**src/rtl/data_mem_arbiter.sv**
```systemverilog
// Two-port round-robin arbiter in front of a single-port data memory.
// One access per cycle; grants, done pulses, read data and memory controls are all registered.
module data_mem_arbiter (
  input  logic        clock,
  input  logic        reset,
  input  logic        req0,
  input  logic        we0,
  input  logic [31:0] addr0,
  input  logic [31:0] wdata0,
  output logic        gnt0,
  output logic        done0,
  output logic [31:0] rdata0,
  input  logic        req1,
  input  logic        we1,
  input  logic [31:0] addr1,
  input  logic [31:0] wdata1,
  output logic        gnt1,
  output logic        done1,
  output logic [31:0] rdata1,
  output logic [31:0] mem_addr,
  output logic [31:0] mem_wdata,
  output logic        mem_we,
  input  logic [31:0] mem_rdata,
  output logic        busy,
  output logic        last_port
);

  typedef enum logic {IDLE, ACCESS} state_t;

  state_t      state_q, state_d;
  logic        served_q, served_d;
  logic [31:0] addr_q, addr_d;
  logic [31:0] wdata_q, wdata_d;
  logic        mem_we_q, mem_we_d;
  logic        gnt0_q, gnt0_d;
  logic        gnt1_q, gnt1_d;
  logic        done0_q, done0_d;
  logic        done1_q, done1_d;
  logic [31:0] rdata0_q, rdata0_d;
  logic [31:0] rdata1_q, rdata1_d;
  logic        last_port_q, last_port_d;

  logic        arb_last;
  logic        any_req;
  logic        winner;

  // Back-to-back arbitration must see the port finishing now as the most recent one.
  always_comb begin
    arb_last = (state_q == ACCESS) ? served_q : last_port_q;
    any_req  = req0 | req1;
    winner   = (req0 & req1) ? ~arb_last : req1;
  end

  always_comb begin
    state_d     = state_q;
    served_d    = served_q;
    addr_d      = addr_q;
    wdata_d     = wdata_q;
    mem_we_d    = 1'b0;
    gnt0_d      = 1'b0;
    gnt1_d      = 1'b0;
    done0_d     = 1'b0;
    done1_d     = 1'b0;
    rdata0_d    = rdata0_q;
    rdata1_d    = rdata1_q;
    last_port_d = last_port_q;

    if (state_q == ACCESS) begin
      done0_d     = ~served_q;
      done1_d     = served_q;
      last_port_d = served_q;
      if (!mem_we_q) begin
        if (served_q) rdata1_d = mem_rdata;
        else          rdata0_d = mem_rdata;
      end
    end

    if (any_req) begin
      state_d  = ACCESS;
      served_d = winner;
      addr_d   = winner ? addr1  : addr0;
      wdata_d  = winner ? wdata1 : wdata0;
      mem_we_d = winner ? we1    : we0;
      gnt0_d   = ~winner;
      gnt1_d   = winner;
    end else begin
      state_d  = IDLE;
    end
  end

  always_ff @(posedge clock or posedge reset) begin
    if (reset) begin
      state_q     <= IDLE;
      served_q    <= 1'b0;
      addr_q      <= 32'd0;
      wdata_q     <= 32'd0;
      mem_we_q    <= 1'b0;
      gnt0_q      <= 1'b0;
      gnt1_q      <= 1'b0;
      done0_q     <= 1'b0;
      done1_q     <= 1'b0;
      rdata0_q    <= 32'd0;
      rdata1_q    <= 32'd0;
      last_port_q <= 1'b1;
    end else begin
      state_q     <= state_d;
      served_q    <= served_d;
      addr_q      <= addr_d;
      wdata_q     <= wdata_d;
      mem_we_q    <= mem_we_d;
      gnt0_q      <= gnt0_d;
      gnt1_q      <= gnt1_d;
      done0_q     <= done0_d;
      done1_q     <= done1_d;
      rdata0_q    <= rdata0_d;
      rdata1_q    <= rdata1_d;
      last_port_q <= last_port_d;
    end
  end

  // Address and data keep their last values while idle; only the write enable drops.
  assign mem_addr  = addr_q;
  assign mem_wdata = wdata_q;
  assign mem_we    = mem_we_q;
  assign gnt0      = gnt0_q;
  assign gnt1      = gnt1_q;
  assign done0     = done0_q;
  assign done1     = done1_q;
  assign rdata0    = rdata0_q;
  assign rdata1    = rdata1_q;
  assign busy      = (state_q == ACCESS);
  assign last_port = last_port_q;

endmodule

```
**config.mk**
```make
export PLATFORM = sky130hd
export DESIGN_NAME = data_mem_arbiter
export DESIGN_NICKNAME = d
export VERILOG_FILES = /design/src/rtl/data_mem_arbiter.sv
export SDC_FILE = /design/constraint.sdc
export NUM_CORES = 1
export LEC_CHECK = 0
export ABC_AREA = 1
export ABC_CLOCK_PERIOD_IN_PS = 7400
export BUFFER_PORTS_ARGS = -buffer_cell sky130_fd_sc_hd__buf_2
export CORE_MARGIN = 5
export CORE_UTILIZATION = 40
export CTS_BUF_LIST = sky130_fd_sc_hd__clkbuf_8
export CTS_CLUSTER_SIZE = 12
export DETAILED_ROUTE_END_ITERATION = 7
export PLACE_DENSITY_LB_ADDON = 0.08
export SLEW_MARGIN = 25
export SYNTH_ARGS = -nofsm -noshare
export SYNTH_HDL_FRONTEND = slang
export SYNTH_SLANG_ARGS = --single-unit
```
**constraint.sdc**
```tcl
create_clock -name clock -period 7.4 [get_ports clock]
set_clock_uncertainty 0.1 [all_clocks]
set_input_delay 2.22 -clock clock [delete_from_list [all_inputs] [get_ports clock]]
set_output_delay 2.22 -clock clock [all_outputs]
set_load 0.05 [all_outputs]
```
# ---- Yosys cells after proc, flatten, opt, wreduce, memory -nomap -nowiden
# Index checks and enable logic that the tools add are counted.
dict set report totals {
  ff_bits 136
  inputBits 166
  output_inout_bits 135
}
dict set report classes {
  muxes 11
  bitwise 6
  n_reduce_logical 2
}
# operator n
set op_table {}
lappend op_table {{$mux W32} 2}
lappend op_table {{$mux W1} 9}
lappend op_table {{$reduce_and A3 Y1} 2}
lappend op_table {{$not A1 Y1} 4}
lappend op_table {{$and A1 B1 Y1} 1}
lappend op_table {{$or A1 B1 Y1} 1}

# ---- Depth between registers and ports, before layout
# Gate-level depths: netlist of run 1.
dict set report logic_depth {
  depth_word 5
  depth_mapped 9
  depth_no_buf 7
}

# ---- Least setup slack after synthesis of run 1
# OpenSTA, ideal clock, no wires.
dict set report synth_timing {
  path_kind {input-to-reg}
  startpoint {input port req1}
  endpoint {register wdata_q[0], in the netlist mem_wdata[0]}
  arrival_time_ns 2.878
  required_ns 7.235
  path_slack_ns 4.357
  cell_stages 7
  path_cell_list {nor2_1 buf_2 buf_2 nand2_1 nand2_1 inv_1 nand2_1}
}
dict set report synth_via {
  elab_chain_len 3
  elab_cells_between_ends 4
  cone_classes {mux: 2; bitwise: 2}
}
# element line_no
set synth_rtl {}
lappend synth_rtl {{start: declaration} 13} ;# input logic req1,
lappend synth_rtl {{$and A1 B1 Y1} 51} ;# winner = (req0 & req1) ? ~arb_last : req1;
lappend synth_rtl {{$mux W1} 51}
lappend synth_rtl {{$mux W32} 82} ;# wdata_d = winner ? wdata1 : wdata0;
lappend synth_rtl {{end signal: assignment} 109} ;# wdata_q <= wdata_d;
lappend synth_rtl {{end: declaration} 33} ;# logic [31:0] wdata_q, wdata_d;
# Parallel ways exist; a longest one is shown, timed or not.
# A chain may end at the register's enable or synchronous reset.

# ---- Worst setup path in the final report of run 1
dict set report layout_timing {
  startpoint {input port req1}
  endpoint {register wdata_q[25], in the netlist mem_wdata[25]}
}
# The elaborated chain is that of the path after synthesis.

==> summary.json, run 1 <==
{
  "crit_start": {"value": "req1"},
  "outcome": {"value": "finished clean"},
  "leading_cell_type_in_the_layout_fill_and_taps_excluded": {"value": "nand2_1"},
  "power.share.combinational": {"value": 35.9, "unit": "%"},
  "worstPathRequired": {"value": 7.66, "unit": "ns"},
  "critPathArrivalTime": {"value": 3.85, "unit": "ns"},
  "htree_levels": {"value": 4},
  "ant_nets": {"value": 0},
  "critical_path.slowest_cell": {"value": "buf_4"},
  "synth-seq-area-share": {"value": 57.37, "unit": "%"},
  "grt_setup_unrepaired": {"value": "false"},
  "seq_power_share": {"value": 37.3, "unit": "%"},
  "maximum_number_of_pins_on_one_net_before_global_route_repair": {"value": 73},
  "place_congestion": {"value": 0.8119},
  "worstSetupPathType": {"value": "input pin to flop"},
  "maximum_resistive_drop_on_vdd": {"value": 0.0001352, "unit": "V"},
  "post_cts.resized_instances": {"value": 0},
  "cp_top_family": {"value": "buffers and inverters"},
  "remaining_drc_errors": {"value": 0},
  "layout_common_cells": {"value": "330 x nand2_1, 300 x buf_2, 135 x dfrtp_1"},
  "ys_seq_elements": {"value": 136},
  "nFillCells": {"value": 1464},
  "cts-hold-fix-buffers": {"value": 0},
  "number_of_buffers_on_the_longest_clock_path": {"value": 2},
  "grt_antenna_before_repair": {"value": 1},
  "rel_slew_slack": {"value": 53.97, "unit": "%"},
  "vertical_die_dimension": {"value": 131.8, "unit": "µm"},
  "num_rows": {"value": 44},
  "final-instance-count-excl-fill": {"value": 1228},
  "clkPwrFrac": {"value": 26.8, "unit": "%"},
  "synthesis.nets": {"value": 910},
  "drv_slew": {"value": 0},
  "final.period_utilization": {"value": 48.54, "unit": "%"},
  "ant_diodes": {"value": 0},
  "final_routed_wirelength": {"value": 17920, "unit": "µm"},
  "yosysWarnings": {"value": 0},
  "power_switching": {"value": 1.083, "unit": "mW"},
  "pre_cts_ws": {"value": 3.350, "unit": "ns"},
  "post_synth_main_area_contributors": {"value": "dfrtp_1 57%, nand2_1 21%, inv_1 6.7%, nand3_1 5.5%, o21ai_0 5.5%"},
  "internal_power": {"value": 1.453, "unit": "mW"},
  "cts_root_buf": {"value": "clkbuf_8"},
  "drt_iter0_drc": {"value": 290},
  "min_from": {"value": "rdata0[14]"},
  "synth_cell_type_count": {"value": 13},
  "timing.final.setup_violations": {"value": 0},
  "design.core.area": {"value": 0.01453, "unit": "mm²"},
  "initial_utilization": {"value": 40.83, "unit": "%"},
  "synth_cells": {"value": 744},
  "number_of_instances_in_the_placed_design": {"value": 1195},
  "switching_share": {"value": 42.70, "unit": "%"},
  "ff2ff_path_depth": {"value": 7},
  "endpoint": {"value": "mem_wdata[25]"},
  "boundaryPins": {"value": 301},
  "rrSetupSlack": {"value": 5.48, "unit": "ns"},
  "worst-path-max-fanout": {"value": 64},
  "report.final.hold_viol_count": {"value": 0},
  "cts_tree": {"value": "yes"},
  "min-delay-path-class": {"value": "flop to flop"},
  "worstSetupStartpointType": {"value": "input pin"},
  "via_count": {"value": 5520},
  "worstMarginPinSlew": {"value": 0.6905, "unit": "ns"},
  "setup-tns-final": {"value": 0, "unit": "ns"},
  "period_needed": {"value": 3.592, "unit": "ns"},
  "cts-buffers-inserted": {"value": 17},
  "syn-cell-area": {"value": 0.005934, "unit": "mm²"},
  "power.density": {"value": 317.5, "unit": "mW/mm²"},
  "grt_util_met2": {"value": 33.35, "unit": "%"},
  "post_drt_via_cell_ratio": {"value": 4.495},
  "global_route.peak_usage_layer": {"value": "met2"},
  "global_route.usage.total": {"value": 20.30, "unit": "%"},
  "timing.critical_path.buf_inv": {"value": 3},
  "yosys.area.top_type_share": {"value": 56.93, "unit": "%"},
  "grt.met3_usage": {"value": 8.473, "unit": "%"},
  "postCtsSetupBuffers": {"value": 0},
  "yosys.area.top_type": {"value": "dfrtp_1"},
  "dp.final_hpwl": {"value": 12910, "unit": "µm"},
  "final_layout_size_suffix_gt1_share": {"value": 32.95, "unit": "%"},
  "clock_latency": {"value": 0.43, "unit": "ns"},
  "synth_area_per_cell": {"value": 7.976, "unit": "µm²"},
  "drt-wirelength-per-cell": {"value": 14.59, "unit": "µm"},
  "nets": {"value": 1197},
  "grt_overflow_total": {"value": 0},
  "synthesis_to_layout_area_growth": {"value": 34.58, "unit": "%"},
  "grt.met1_usage": {"value": 24.36, "unit": "%"},
  "crit-reg2reg-launch": {"value": "last_port"},
  "finish.utilization": {"value": 54.95, "unit": "%"},
  "r2r_end": {"value": "mem_wdata[25]"},
  "cts.clk_slew.worst_paths": {"value": 0.08, "unit": "ns"},
  "clock.fmax": {"value": 278.4, "unit": "MHz"},
  "cts_sinks": {"value": 136},
  "crit_chain": {"value": "buf_2 > buf_4 > a21boi_4 > buf_4 > nand2_1 > nand2_1"},
  "timing.critical_path.to_type": {"value": "flop"},
  "cp.depth": {"value": 6},
  "detailedRoute.firstPassIterationCount": {"value": 4},
  "critical_path.max_stage_delay": {"value": 0.58, "unit": "ns"},
  "port_buffers": {"value": 300},
  "drv.max_cap_violation_count": {"value": 0},
  "dieArea": {"value": 0.01737, "unit": "mm²"},
  "global_route_wire_length_before_repair": {"value": 28500, "unit": "µm"},
  "power.static_leakage": {"value": 4.804, "unit": "nW"},
  "post-route-worst-setup-slack": {"value": 3.808, "unit": "ns"},
  "grt_pass1_vias": {"value": 5483},
  "fp.dieW": {"value": 131.8, "unit": "µm"}
}
## area by class of cell
type	count	area, µm²	share of cell area (%)
Sequential cell	136	3405	42.63
Clock inverter	14	195.2	2.444
Inverter	106	402.9	5.045
Tap cell	184	230.2	2.883
Clock buffer	18	247.7	3.102
Timing Repair Buffer	308	1582	19.80
Multi-Input combinational cell	462	1924	24.10
## kinds of logic (layout without fill, tap and decap cells)
kind of cell,after synthesis,count (layout),synth area share (%)
flops,136,136,57.37
compound gates,66,66,5.671
buf+inv,146,446,10.54
simple gates,396,396,26.42
## synthesized netlist by cell type
cell / instances
buf_1: 1
buf_4: 6
inv_1: 106
dfstp_2: 1
clkbuf_1: 9
dfrtp_1: 135
o21ai_0: 65
nand3_1: 65
nor2_1: 1
a21boi_2: 1
buf_2: 20
buf_6: 4
nand2_1: 330
## worst reg2reg max path, cell delays in order, from the launching register on
cell      delay (ns)
dfstp_2         0.54
inv_1           0.04
nand2_1         0.08
nand2_1         0.11
a21boi_4        0.16
buf_4           0.58
nand2_1         0.15
nand2_1         0.10
## how the worst min path moves through the flow
| stage | end | slack, ns | cells past startpoint |
|---|---|---|---|
| final | rdata0[14] | 0.38 | 2 |
| after global routing | rdata0[8] | 0.40 | 2 |
| after CTS | rdata1[24] | 0.39 | 2 |
| after detailed placement | done1 | 0.37 | 2 |
| after global placement | rdata1[20] | 0.36 | 2 |
| after floorplan | done1 | 0.35 | 2 |
## state kept, by name, indices dropped and copies added (netlist names)
register   flops
rdata1        32
done0          1
done1          1
mem_addr      32
rdata0        32
busy           1
gnt1           1
mem_we         1
served_q       1
mem_wdata     32
gnt0           1
last_port      1
## layer usage
metal / routed length, µm / share of wire, %
met1: 7202 / 40
met5: 13 / 0.073
met2: 8737 / 49
met4: 327 / 1.8
met3: 1634 / 9.1
## power groups by stage
| stage | combinational, mW | sequential, mW | clock, mW |
|---|---|---|---|
| final | 0.910 | 0.946 | 0.679 |
| after global routing | 0.970 | 0.963 | 0.730 |
| after CTS | 0.920 | 0.947 | 0.697 |
| after detailed placement | 0.920 | 0.960 | 0 |
| after global placement | 0.916 | 0.957 | 0 |
| after floorplan | 0.190 | 1.44 | 0 |
## metrics by stage
stage / power [mW] / instance area (µm²) / hold WS (ns)
final: 2.536 / 7986 / 0.3817
after detailed placement: 1.880 / 7516 / 0.3683
after CTS: 2.564 / 7959 / 0.3884
after floorplan: 1.626 / 5934 / 0.3509
after global placement: 1.873 / 7516 / 0.3616
after global routing: 2.663 / 7986 / 0.4026
No activity file was read; power rests on OpenSTA's default activity.
==> inputs of run 2 (changes only) <==
Settings changed: ABC_CLOCK_PERIOD_IN_PS 7400 to 3300.
Clock period 7.4 ns to 3.3 ns, I/O delays scaled along.
==> summary.json, run 2 (synthesized netlist as in run 1, its figures left out) <==
{
  "crit_chain": {"value": "buf_2"},
  "rrSetupSlack": {"value": 1.50, "unit": "ns"},
  "grt_pass1_vias": {"value": 5549},
  "global_route_wire_length_before_repair": {"value": 29320, "unit": "µm"},
  "power.density": {"value": 697.3, "unit": "mW/mm²"},
  "port_buffers": {"value": 300},
  "design.core.area": {"value": 0.01453, "unit": "mm²"},
  "post_drt_via_cell_ratio": {"value": 4.479},
  "clock.fmax": {"value": 431.1, "unit": "MHz"},
  "maximum_number_of_pins_on_one_net_before_global_route_repair": {"value": 66},
  "met2_length": {"value": 8263, "unit": "µm"},
  "nets": {"value": 1200},
  "drt_iter0_drc": {"value": 308},
  "finish.utilization": {"value": 55.30, "unit": "%"},
  "rel_slew_slack": {"value": 46.25, "unit": "%"},
  "routed_length_on_met3": {"value": 1449, "unit": "µm"},
  "min-delay-path-class": {"value": "flop to flop"},
  "detailedRoute.firstPassIterationCount": {"value": 4},
  "period_needed": {"value": 2.319, "unit": "ns"},
  "cts_sinks": {"value": 136},
  "report.final.hold_viol_count": {"value": 0},
  "regArea": {"value": 0.003405, "unit": "mm²"},
  "critical_path.slowest_cell": {"value": "dfstp_2"},
  "synthesis_to_layout_area_growth": {"value": 35.44, "unit": "%"},
  "final_layout_size_suffix_gt1_share": {"value": 33.14, "unit": "%"},
  "worstSetupStartpointType": {"value": "flop"},
  "critical_path.max_stage_delay": {"value": 0.53, "unit": "ns"},
  "timing.critical_path.buf_inv": {"value": 1},
  "number_of_buffers_on_the_longest_clock_path": {"value": 2},
  "dp.final_hpwl": {"value": 12910, "unit": "µm"},
  "global_route.usage.total": {"value": 20.74, "unit": "%"},
  "cts.clk_slew.worst_paths": {"value": 0.07, "unit": "ns"},
  "number_of_instances_in_the_placed_design": {"value": 1199},
  "timing.final.setup_violations": {"value": 0},
  "final.period_utilization": {"value": 70.29, "unit": "%"},
  "cts_root_buf": {"value": "clkbuf_8"},
  "crit_start": {"value": "last_port"},
  "layout_common_cells": {"value": "330 x nand2_1, 300 x buf_2, 135 x dfrtp_1"},
  "remaining_drc_errors": {"value": 0},
  "ff2ff_path_depth": {"value": 7},
  "finalHoldWorstSlack": {"value": 0.3816, "unit": "ns"},
  "grt_setup_unrepaired": {"value": "false"},
  "outcome": {"value": "finished clean"},
  "critPathArrivalTime": {"value": 1.23, "unit": "ns"},
  "min_from": {"value": "rdata0[22]"},
  "ant_nets": {"value": 0},
  "final_routed_wirelength": {"value": 17830, "unit": "µm"},
  "top_layer_used_by_detailed_routing": {"value": "met5"},
  "nFillCells": {"value": 1446},
  "fp.dieW": {"value": 131.8, "unit": "µm"},
  "setup-tns-final": {"value": 0, "unit": "ns"},
  "num_rows": {"value": 44},
  "grt_overflow_total": {"value": 0},
  "cp.depth": {"value": 1},
  "htree_levels": {"value": 4},
  "worstPathRequired": {"value": 2.21, "unit": "ns"},
  "grt_antenna_before_repair": {"value": 4},
  "multi_input_area": {"value": 0.001924, "unit": "mm²"},
  "crit-reg2reg-launch": {"value": "last_port"},
  "clock_latency": {"value": 0.42, "unit": "ns"},
  "leading_cell_type_in_the_layout_fill_and_taps_excluded": {"value": "nand2_1"},
  "postCtsSetupBuffers": {"value": 0},
  "vertical_die_dimension": {"value": 131.8, "unit": "µm"},
  "power.static_leakage": {"value": 4.813, "unit": "nW"},
  "cts-hold-fix-buffers": {"value": 0},
  "drt-wirelength-per-cell": {"value": 14.47, "unit": "µm"},
  "cp_top_family": {"value": "flip-flops"},
  "final-instance-count-excl-fill": {"value": 1232},
  "maximum_resistive_drop_on_vdd": {"value": 0.0002484, "unit": "V"},
  "cts_tree": {"value": "yes"},
  "dieArea": {"value": 0.01737, "unit": "mm²"},
  "place_congestion": {"value": 0.7752},
  "worstSetupPathType": {"value": "flop to output port"},
  "min_path_cells": {"value": 2},
  "drv.max_cap_violation_count": {"value": 0},
  "initial_utilization": {"value": 40.83, "unit": "%"},
  "post_cts.resized_instances": {"value": 0},
  "wl_met1": {"value": 7651, "unit": "µm"},
  "timing.critical_path.to_type": {"value": "output port"},
  "via_count": {"value": 5518},
  "boundaryPins": {"value": 301},
  "worst-path-max-fanout": {"value": 2},
  "cts-buffers-inserted": {"value": 17},
  "worstMarginPinSlew": {"value": 0.8042, "unit": "ns"},
  "drv_slew": {"value": 0}
}
run 2: stage by stage:
step           area [µm²]  setup WS [ns]  power [mW]
6_report             8038         0.9806       5.605
5_1_grt              8038         0.9020       5.926
4_1_cts              8035         0.9341       5.682
3_5_place_dp         7620         0.9672       4.234
3_3_place_gp         7620          1.020       4.223
2_1_floorplan        5938         0.5177       3.646
run 2: power breakdown:
| part | total (mW) | switching (mW) | internal (mW) |
|---|---|---|---|
| Combinational | 2.07 | 1.61 | 0.455 |
| Clock | 1.42 | 0.643 | 0.781 |
| Sequential | 2.11 | 0.147 | 1.97 |
run 2: path summary, 6_finish.rpt:
kind | to
setup / recovery | last_port
hold / removal | rdata0[22]
setup reg to reg | mem_wdata[20]
hold reg to reg | rdata0[22]
max in group asynchronous | mem_addr[20]
min in group asynchronous | rdata1[2]
run 2: area by class of cell:
cell class	instances	share of cell area, %
flip-flops and latches	136	42.36
multi-input cells	462	23.94
diodes	1	0.03113
well taps	184	2.864
inverters	106	4.997
clock inverters	13	1.915
clock buffers	19	3.253
repair buffers	311	20.64
run 2: worst register-to-register path, stage by stage, from the launching register on:
cell and delay (ns):
dfstp_2 0.53, inv_1 0.03, nand2_1 0.07, nand2_1 0.10, a21boi_4 0.36, buf_12 0.31
nand2_1 0.15, nand2_1 0.08
run 2: layer usage:
metal  vias to the layer above  track usage, %
met1                      2453           26.97
met4                         6           6.457
met2                       202           32.05
met5                         -               0
met3                        33           8.168
li1                       2824               -
==> inputs of run 3 (changes only) <==
Settings changed: ABC_CLOCK_PERIOD_IN_PS 3300 to 2300.
Clock period 3.3 ns to 2.3 ns, I/O delays scaled along.
==> summary.json, run 3 (synthesized netlist as in run 1, its figures left out) <==
{
  "maximum_resistive_drop_on_vdd": {"value": 0.0003958, "unit": "V"},
  "htree_levels": {"value": 4},
  "endpoint": {"value": "last_port"},
  "outcome": {"value": "finished clean"},
  "rrSetupSlack": {"value": 0.75, "unit": "ns"},
  "global_route.usage.total": {"value": 20.06, "unit": "%"},
  "final.period_utilization": {"value": 88.24, "unit": "%"},
  "global_route_wire_length_before_repair": {"value": 27970, "unit": "µm"},
  "rel_slew_slack": {"value": 63.06, "unit": "%"},
  "critical_path.slowest_cell": {"value": "dfstp_2"},
  "min-delay-path-class": {"value": "input pin to async pin"},
  "finish.utilization": {"value": 55.36, "unit": "%"},
  "clock.fmax": {"value": 492.7, "unit": "MHz"},
  "period_needed": {"value": 2.030, "unit": "ns"},
  "grt_overflow_total": {"value": 0},
  "worstPathRequired": {"value": 1.51, "unit": "ns"},
  "initial_utilization": {"value": 40.83, "unit": "%"},
  "cts_sinks": {"value": 136},
  "cts.clk_slew.worst_paths": {"value": 0.08, "unit": "ns"},
  "fp.dieW": {"value": 131.8, "unit": "µm"},
  "postCtsSetupBuffers": {"value": 0},
  "boundaryPins": {"value": 301},
  "crit-reg2reg-launch": {"value": "last_port"},
  "design.core.area": {"value": 0.01453, "unit": "mm²"},
  "dieArea": {"value": 0.01737, "unit": "mm²"},
  "worstMarginPinSlew": {"value": 0.5542, "unit": "ns"},
  "post_cts.resized_instances": {"value": 0},
  "cp.depth": {"value": 1},
  "cp_top_family": {"value": "flip-flops"},
  "timing.final.setup_violations": {"value": 0},
  "leading_cell_type_in_the_layout_fill_and_taps_excluded": {"value": "nand2_1"},
  "regArea": {"value": 0.003405, "unit": "mm²"},
  "report.final.hold_viol_count": {"value": 0},
  "cts-hold-fix-buffers": {"value": 0},
  "crit_start": {"value": "last_port"},
  "maximum_number_of_pins_on_one_net_before_global_route_repair": {"value": 77},
  "worst-path-max-fanout": {"value": 2},
  "critPathArrivalTime": {"value": 1.24, "unit": "ns"},
  "place_congestion": {"value": 0.7734},
  "worstSetupStartpointType": {"value": "flop"},
  "drt-wirelength-per-cell": {"value": 14.24, "unit": "µm"},
  "drt_iter0_drc": {"value": 293},
  "grt_pass1_vias": {"value": 5364},
  "clock_latency": {"value": 0.44, "unit": "ns"},
  "ff2ff_path_depth": {"value": 7},
  "vertical_die_dimension": {"value": 131.8, "unit": "µm"},
  "final_layout_size_suffix_gt1_share": {"value": 33.08, "unit": "%"},
  "nFillCells": {"value": 1498},
  "critical_path.max_stage_delay": {"value": 0.53, "unit": "ns"},
  "r2r_end": {"value": "mem_wdata[25]"},
  "cts_root_buf": {"value": "clkbuf_8"},
  "timing.critical_path.to_type": {"value": "output port"},
  "cts-buffers-inserted": {"value": 17},
  "port_buffers": {"value": 300},
  "cts_tree": {"value": "yes"},
  "ant_diodes": {"value": 0},
  "final_routed_wirelength": {"value": 17510, "unit": "µm"},
  "finalHoldWorstSlack": {"value": 0.05607, "unit": "ns"},
  "drv.max_cap_violation_count": {"value": 0},
  "grt_antenna_before_repair": {"value": 1},
  "layout_common_cells": {"value": "330 x nand2_1, 300 x buf_2, 135 x dfrtp_1"},
  "worstSetupPathType": {"value": "flop to output port"},
  "timing.critical_path.buf_inv": {"value": 1},
  "grt_setup_unrepaired": {"value": "false"},
  "multi_input_area": {"value": 0.001924, "unit": "mm²"},
  "remaining_drc_errors": {"value": 0},
  "power.static_leakage": {"value": 4.814, "unit": "nW"},
  "ant_nets": {"value": 0},
  "power.density": {"value": 998.3, "unit": "mW/mm²"},
  "detailedRoute.firstPassIterationCount": {"value": 5},
  "synthesis_to_layout_area_growth": {"value": 35.59, "unit": "%"},
  "number_of_buffers_on_the_longest_clock_path": {"value": 2},
  "via_count": {"value": 5498},
  "drv_slew": {"value": 0},
  "num_rows": {"value": 44},
  "dp.final_hpwl": {"value": 12580, "unit": "µm"},
  "nets": {"value": 1200},
  "post_drt_via_cell_ratio": {"value": 4.470},
  "crit_chain": {"value": "buf_2"}
}
-- run 3: cell count changes in the layout (fill, tap and decap cells not counted) --
cell and delta:
clkinv_2 -2, buf_12 +1, buf_4 -1, clkinv_4 +1, diode_2 -1
-- run 3: power by group --
group / internal [mW] / leakage [nW] / switching (mW)
Clock: 1.12 / 0.205 / 0.924
Sequential: 2.82 / 1.66 / 0.206
Combinational: 0.656 / 2.95 / 2.31
Total: 4.60 / 4.81 / 3.44
-- run 3: worst min path at each step --
stage | to | startpoint | slack [ns]
floorplan | done1 | served_q | 0.35
global placement | rdata1[5] | rdata1[5] | 0.36
detailed placement | done1 | served_q | 0.37
CTS | mem_wdata[0] | reset | 0.02
global route | mem_wdata[0] | reset | 0.03
finish | mem_wdata[0] | reset | 0.06
-- run 3: cell type report --
cell class	instances	share of cell area [%]
Inverter	106	4.991
Multi-Input combinational cell	462	23.92
Clock buffer	19	3.250
Clock inverter	12	1.897
Timing Repair Buffer	311	20.77
Tap cell	184	2.861
Sequential cell	136	42.31
-- run 3: layer usage --
metal	GRT usage, %	up-vias	part of all wire (%)
met5	0	-	0.063
met4	7.143	2	2.3
met3	7.519	32	8.2
met2	32.42	203	48
met1	24.72	2448	42
li1	-	2813	-
-- run 3: per-stage QoR --
stage                     setup TNS [ns]  total power [mW]  area (µm²)  std cells  setup slack, ns
final                                  0             8.033        8046       1230           0.2704
after floorplan                   -24.61             5.231        5938        744          -0.1823
after global placement                 0             6.051        7632       1199           0.5365
after global routing                   0             8.450        8046       1230           0.2124
after detailed placement               0             6.069        7632       1199           0.5414
after CTS                              0             8.135        8046       1230           0.2213
